## src/rtl/pwm_capture.sv

```systemverilog
// pwm_capture -- receive-side PWM measurement.
//   Measures the high time and period of an incoming PWM line in clk cycles and
//   converts them to an 8-bit duty code on the generator's scale:
//   code = high*256/period, saturated to 255.
//
// Ports:
//   clk         system clock, rising edge
//   reset       asynchronous, active-high reset
//   pwm_in      asynchronous PWM input (synchronized internally)
//   duty_cycle  recovered duty code
//   high_time   high cycles of the last complete period
//   period      total cycles of the last complete period
//   duty_valid  one-cycle strobe; all result outputs update in that cycle
//   stuck       1 = last result came from a timeout (static line)
//   overrun     sticky; a measurement was dropped because the divider was busy
//
// Build option: define PWM_CAPTURE_FILTER_EN to insert a 3-sample glitch filter
// after the synchronizer (adds 2 cycles to every latency).

module pwm_capture #(
  parameter int unsigned CNT_WIDTH = 16,
  parameter int unsigned TIMEOUT   = 1000
) (
  input  logic                 clk,
  input  logic                 reset,
  input  logic                 pwm_in,
  output logic [7:0]           duty_cycle,
  output logic [CNT_WIDTH-1:0] high_time,
  output logic [CNT_WIDTH-1:0] period,
  output logic                 duty_valid,
  output logic                 stuck,
  output logic                 overrun
);

  typedef enum logic [1:0] {SYNC, HIGH, LOW} state_t;

  localparam logic [CNT_WIDTH-1:0] TIMEOUT_CNT = CNT_WIDTH'(TIMEOUT);
  localparam logic [3:0]           DIV_STEPS   = 4'd9;

  // Synchronizer: s1/s2 double-flop, s3 holds the previous line level.
  // All reset high so a line already high at reset release is not a rise.
  logic s1, s2, s3;
  logic lvl;
  logic rise;

  always_ff @(posedge clk or posedge reset) begin
    if (reset) begin
      s1 <= 1'b1;
      s2 <= 1'b1;
      s3 <= 1'b1;
    end else begin
      s1 <= pwm_in;
      s2 <= s1;
      s3 <= lvl;
    end
  end

`ifdef PWM_CAPTURE_FILTER_EN
  // Level follows s2 only once three consecutive samples agree; s3 then
  // holds the previous filtered level.
  logic h1, h2;

  always_ff @(posedge clk or posedge reset) begin
    if (reset) begin
      h1 <= 1'b1;
      h2 <= 1'b1;
    end else begin
      h1 <= s2;
      h2 <= h1;
    end
  end

  always_comb begin
    lvl = s3;
    if (s2 == h1 && s2 == h2) lvl = s2;
  end
`else
  always_comb lvl = s2;
`endif

  assign rise = lvl & ~s3;

  // Measurement state
  state_t               state;
  logic [CNT_WIDTH-1:0] cnt_hi;
  logic [CNT_WIDTH-1:0] cnt_per;

  // Serial restoring divider: compare-then-shift, MSB quotient bit first.
  // The dividend is cnt_hi*256 and cnt_hi <= cnt_per, so nine quotient bits
  // starting with remainder = cnt_hi cover the whole range.
  logic                 div_busy;
  logic [3:0]           div_cnt;
  logic [CNT_WIDTH:0]   div_rem;
  logic [CNT_WIDTH-1:0] div_per;
  logic [CNT_WIDTH-1:0] div_hi;
  logic [8:0]           div_q;
  logic [CNT_WIDTH-1:0] div_diff;
  logic                 div_ge;
  logic                 div_free;
  logic                 timeout;

  function automatic logic [CNT_WIDTH-1:0] sat_inc(input logic [CNT_WIDTH-1:0] v);
    return (&v) ? v : v + CNT_WIDTH'(1);
  endfunction

  always_comb begin
    div_ge   = div_rem >= {1'b0, div_per};
    // Only used when div_ge, where the difference is below div_per.
    div_diff = div_rem[CNT_WIDTH-1:0] - div_per;
    // The divider may accept a new capture in the cycle it writes its result,
    // which is what makes a 10-cycle period sustainable.
    div_free = ~div_busy | (div_cnt == 4'd0);
    timeout  = (cnt_per == TIMEOUT_CNT) & ~rise;
  end

  always_ff @(posedge clk or posedge reset) begin
    if (reset) begin
      state      <= SYNC;
      cnt_hi     <= '0;
      cnt_per    <= '0;
      div_busy   <= 1'b0;
      div_cnt    <= '0;
      div_rem    <= '0;
      div_per    <= '0;
      div_hi     <= '0;
      div_q      <= '0;
      duty_cycle <= '0;
      high_time  <= '0;
      period     <= '0;
      duty_valid <= 1'b0;
      stuck      <= 1'b0;
      overrun    <= 1'b0;
    end else begin
      duty_valid <= 1'b0;

      // Divider: nine iteration cycles, then one cycle to publish the result.
      if (div_busy) begin
        if (div_cnt != 4'd0) begin
          if (div_ge) begin
            div_rem <= {div_diff, 1'b0};
            div_q   <= {div_q[7:0], 1'b1};
          end else begin
            div_rem <= {div_rem[CNT_WIDTH-1:0], 1'b0};
            div_q   <= {div_q[7:0], 1'b0};
          end
          div_cnt <= div_cnt - 4'd1;
        end else begin
          div_busy   <= 1'b0;
          duty_cycle <= div_q[8] ? 8'hFF : div_q[7:0];
          high_time  <= div_hi;
          period     <= div_per;
          stuck      <= 1'b0;
          duty_valid <= 1'b1;
        end
      end

      // Timeout writes the outputs after the divider block, so it overrides
      // (and thereby drops) a divider result completing in the same cycle.
      if (timeout) begin
        duty_cycle <= lvl ? 8'hFF : 8'h00;
        high_time  <= '0;
        period     <= '0;
        stuck      <= 1'b1;
        duty_valid <= 1'b1;
        state      <= SYNC;
        cnt_hi     <= '0;
        cnt_per    <= '0;
      end else begin
        case (state)
          SYNC: begin
            if (rise) begin
              state   <= HIGH;
              cnt_hi  <= CNT_WIDTH'(1);
              cnt_per <= CNT_WIDTH'(1);
            end else begin
              cnt_per <= sat_inc(cnt_per);
            end
          end
          HIGH: begin
            cnt_per <= sat_inc(cnt_per);
            if (lvl) cnt_hi <= sat_inc(cnt_hi);
            else     state  <= LOW;
          end
          LOW: begin
            if (rise) begin
              if (div_free) begin
                div_busy <= 1'b1;
                div_cnt  <= DIV_STEPS;
                div_rem  <= {1'b0, cnt_hi};
                div_per  <= cnt_per;
                div_hi   <= cnt_hi;
                div_q    <= '0;
              end else begin
                overrun  <= 1'b1;
              end
              // The edge cycle is the first high cycle of the next period.
              state   <= HIGH;
              cnt_hi  <= CNT_WIDTH'(1);
              cnt_per <= CNT_WIDTH'(1);
            end else begin
              cnt_per <= sat_inc(cnt_per);
            end
          end
          default: state <= SYNC;
        endcase
      end
    end
  end

endmodule
```

## config.mk

```make
export PLATFORM = sky130hd
export DESIGN_NAME = pwm_capture
export DESIGN_NICKNAME = d
export VERILOG_FILES = /design/src/rtl/pwm_capture.sv
export SDC_FILE = /design/constraint.sdc
export NUM_CORES = 1
export LEC_CHECK = 0
export ABC_AREA = 1
export CAP_MARGIN = 20
export CORE_UTILIZATION = 60
export CTS_BUF_LIST = sky130_fd_sc_hd__clkbuf_16
export DETAILED_ROUTE_END_ITERATION = 6
export PLACE_DENSITY = 0.92
export SYNTH_ARGS = -nofsm -noshare
export SYNTH_HDL_FRONTEND = slang
export SYNTH_SLANG_ARGS = --single-unit
```

## constraint.sdc

```tcl
create_clock -name clk -period 5.5 [get_ports clk]
set_input_delay 1.1 -clock clk [delete_from_list [all_inputs] [get_ports clk]]
set_output_delay 1.1 -clock clk [all_outputs]
set_load 0.1 [all_outputs]
```

==> impl_metrics.py <==
metrics = {
    "status": {
        "outcome": "finished, final reports clean",
    },
    "sta": {
        "hold_viol": 0,
        "fin_setup_tns_ps": 0,
        "tightest_slew_ps": 996,
        "maxSlewHeadroom_pct": 33.6,
        "rsz0062_at_grt": "no",
        "final.period_utilization_pct": 55.7,
        "fin_worst_skew_ps": 8.23,
        "drv_slew": 0,
        "fmax_ghz": 0.326,
        "period_minus_slack_ps": 3060,
        "setup_viol": 0,
    },
    "power": {
        "clkPwrFrac_pct": 22.1,
        "power_switching_mw": 2.20,
        "pwr-share-comb_pct": 46.9,
        "p_sw_share_pct": 45.5,
        "p_seq_share_pct": 31.0,
        "p_leak_nw": 4.53,
        "power_density_mw_per_mm2": 530,
        "p_int_mw": 2.63,
        "ir_worst_vdd_mv": 0.265,
    },
    "clock_network": {
        "cts_tree": "done",
        "root_buffer": "clkbuf_16",
        "post_cts_resized": 0,
        "numCtsBuffers": 17,
        "clk_pin_slew_worst_paths_ps": 60,
        "cts.path.max_buffers": 2,
        "h-tree-depth": 4,
        "cts_sinks": 143,
        "postCtsHoldBufs": 0,
        "post_cts_buffers": 0,
        "clk_latency_ps": 430,
    },
    "floorplan": {
        "die_h_microns": 118,
        "initial_core_util_pct": 61.4,
        "die_area_sq_mm": 0.0140,
        "num_rows": 42,
        "die_width_microns": 118,
        "coreArea_sq_mm": 0.0132,
        "ioPinCount": 46,
    },
    "worst_setup_path": {
        "cp-end-kind": "primary output",
        "worstPathCellList": "clkdlybuf4s50_1",
        "critical_path.top_delay_family": "buffers and inverters",
        "path_class": "reg2out",
        "cp_max_fo": 2,
        "startpoint_type": "register",
        "cpMaxStageDelayCell": "clkdlybuf4s50_1",
        "cp_slowest_stage_delay_ps": 1160,
        "critPathRequiredTime_ps": 4400,
        "cp_num_buf_inv": 1,
        "cp.arrival_ps": 1960,
    },
    "cells_and_area": {
        "final_layout_size_suffix_gt1_share_pct": 7.02,
        "final_common_cell": "nand2_1",
        "final_nets": 1096,
        "multi_input_area_sq_mm": 0.00369,
        "final_cell_mix": "nand2_1 (278), inv_1 (148), dfrtp_1 (140)",
        "nFillCells": 1053,
        "register_area_sq_mm": 0.00358,
        "layoutNonFillerInstCount": 1258,
        "area_growth_pct": 12.0,
        "n_antenna_cell": 0,
    },
    "yosys": {
        "syn_inst": 1048,
        "yosysWarnings": 0,
        "syn_area_per_cell_sq_um": 7.75,
        "ys_ff_latch": 143,
        "synth.cell_area_sq_mm": 0.00813,
        "synth_top_family_by_area": "simple AND/OR/NAND/NOR gates",
        "synthSimpleGateAreaFrac_pct": 27.5,
        "muxShareOfSynthArea_pct": 0,
        "netlist-cell-type-count": 44,
        "synth_compound_area_share_pct": 12.7,
        "synth_nets": 1072,
        "synthXorXnorAreaFrac_pct": 1.83,
        "ys_seq_area_share_pct": 44.1,
        "yosys.area_share.adder_pct": 3.33,
    },
    "place": {
        "hpwl_microns": 14200,
        "io_buffers": 45,
        "finalWeightedCongestion": 0.968,
        "place_inst": 1229,
    },
    "drt": {
        "drcViolationCount": 0,
        "drt_iter0_markers": 732,
        "ant_nets": 0,
        "wl_per_cell_microns": 16.3,
        "drt_pass1_iterations": 5,
        "wirelength_microns": 20500,
        "viasPerCell": 5.83,
        "vias": 7338,
    },
    "global_route": {
        "grt_use_total_pct": 30.9,
        "grt_pass1_wl_microns": 33900,
        "grt_max_degree": 112,
        "grt-ovfl-total": 0,
        "antenna_found_initial": 0,
        "first_global_vias": 6840,
    },
    "hold_path": {
        "hold_path.class": "reg2reg",
    },
    "run": {
        "drv_cap": 0,
    },
}
## cell usage after synthesis, drive strengths merged
cell type / count / area share [%]
dfstp: 3 / 0.97
nand3: 77 / 5.2
and2: 1 / 0.077
a211oi: 2 / 0.18
o32ai: 1 / 0.11
inv: 158 / 7.3
ha: 20 / 3.1
o2111ai: 2 / 0.22
nand2: 283 / 13
nand4: 26 / 2.0
o21bai: 1 / 0.092
nor3: 23 / 1.6
a31oi: 1 / 0.077
xor2: 11 / 1.2
o31ai: 2 / 0.18
nor4: 3 / 0.31
clkbuf: 14 / 0.65
o211ai: 16 / 1.5
nand3b: 13 / 1.2
clkinv: 1 / 0.046
o21ai: 90 / 6.2
o2111a: 1 / 0.14
a22oi: 32 / 3.1
a21oi: 14 / 0.86
dfrtp: 140 / 43
nor2: 75 / 3.8
xnor2: 6 / 0.65
fa: 1 / 0.25
o22ai: 1 / 0.077
buf: 29 / 2.5
or2: 1 / 0.077
## final timing paths
kind / startpoint / to / slack, ps / cells past startpoint
max: high_time[3] / high_time[3] / 2440 / 1
max reg2reg: state[0] / div_rem[9] / 2640 / 5
min reg2reg: s1 / lvl / 350 / 0
min: s1 / lvl / 350 / 0
min in group asynchronous: reset / duty_valid / 1290 / 2
max in group asynchronous: reset / div_hi[8] / 3220 / 3
## stage by stage
stage               power, mW  utilization (%)  setup WS, ps  hold WS [ps]  area (sq um)
finish                   4.82             68.7          2440           349          9100
global route             5.13             68.7          2410           358          9100
CTS                      4.79             68.7          2420           351          9100
detailed placement       3.71             64.7          2680           348          8570
global placement         3.65             64.7          2730           346          8570
floorplan                3.22                -           567           345          8130
## flip-flops by register name, summed over array words and instances (netlist names)
signal      flops
cnt_hi         16
cnt_per        16
div_busy        1
div_cnt         4
div_hi         16
div_per        16
div_q           9
div_rem        17
duty_cycle      8
duty_valid      1
high_time      16
lvl             1
overrun         1
period         16
s1              1
s3              1
state           2
stuck           1
## layout make-up
type	count	share of cell area [%]
inverters	159	6.61
clock buffers	17	4.67
clock inverters	12	1.17
repair buffers	48	5.20
multi-input cells	703	40.6
well taps	176	2.42
flip-flops and latches	143	39.4
## cells by family (layout without fill, tap and decap cells)
logic type | count (synthesis) | after routing
AOI/OAI and AO/OA | 163 | 163
xor gates and xnor gates | 17 | 17
adders and majority gates | 21 | 21
and+or+nand+nor | 502 | 502
buffers and inverters | 202 | 236
DFF | 143 | 143
## per-layer routing
metal	up-vias	part of all wire (%)	GRT usage (%)
li1	3453	-	-
met1	3445	42	41.7
met2	370	46	48.1
met3	70	7.2	5.50
met4	0	4.2	15.6
met5	-	0	0
## power groups by stage
stage / combinational, mW / sequential, mW / clock [mW]
2_1_floorplan: 1.44 / 1.78 / 0
3_5_place_dp: 2.21 / 1.50 / 0
4_1_cts: 2.23 / 1.49 / 1.07
3_3_place_gp: 2.16 / 1.49 / 0
6_report: 2.26 / 1.49 / 1.07
5_1_grt: 2.50 / 1.51 / 1.12
(Power assumes the default switching activity.)
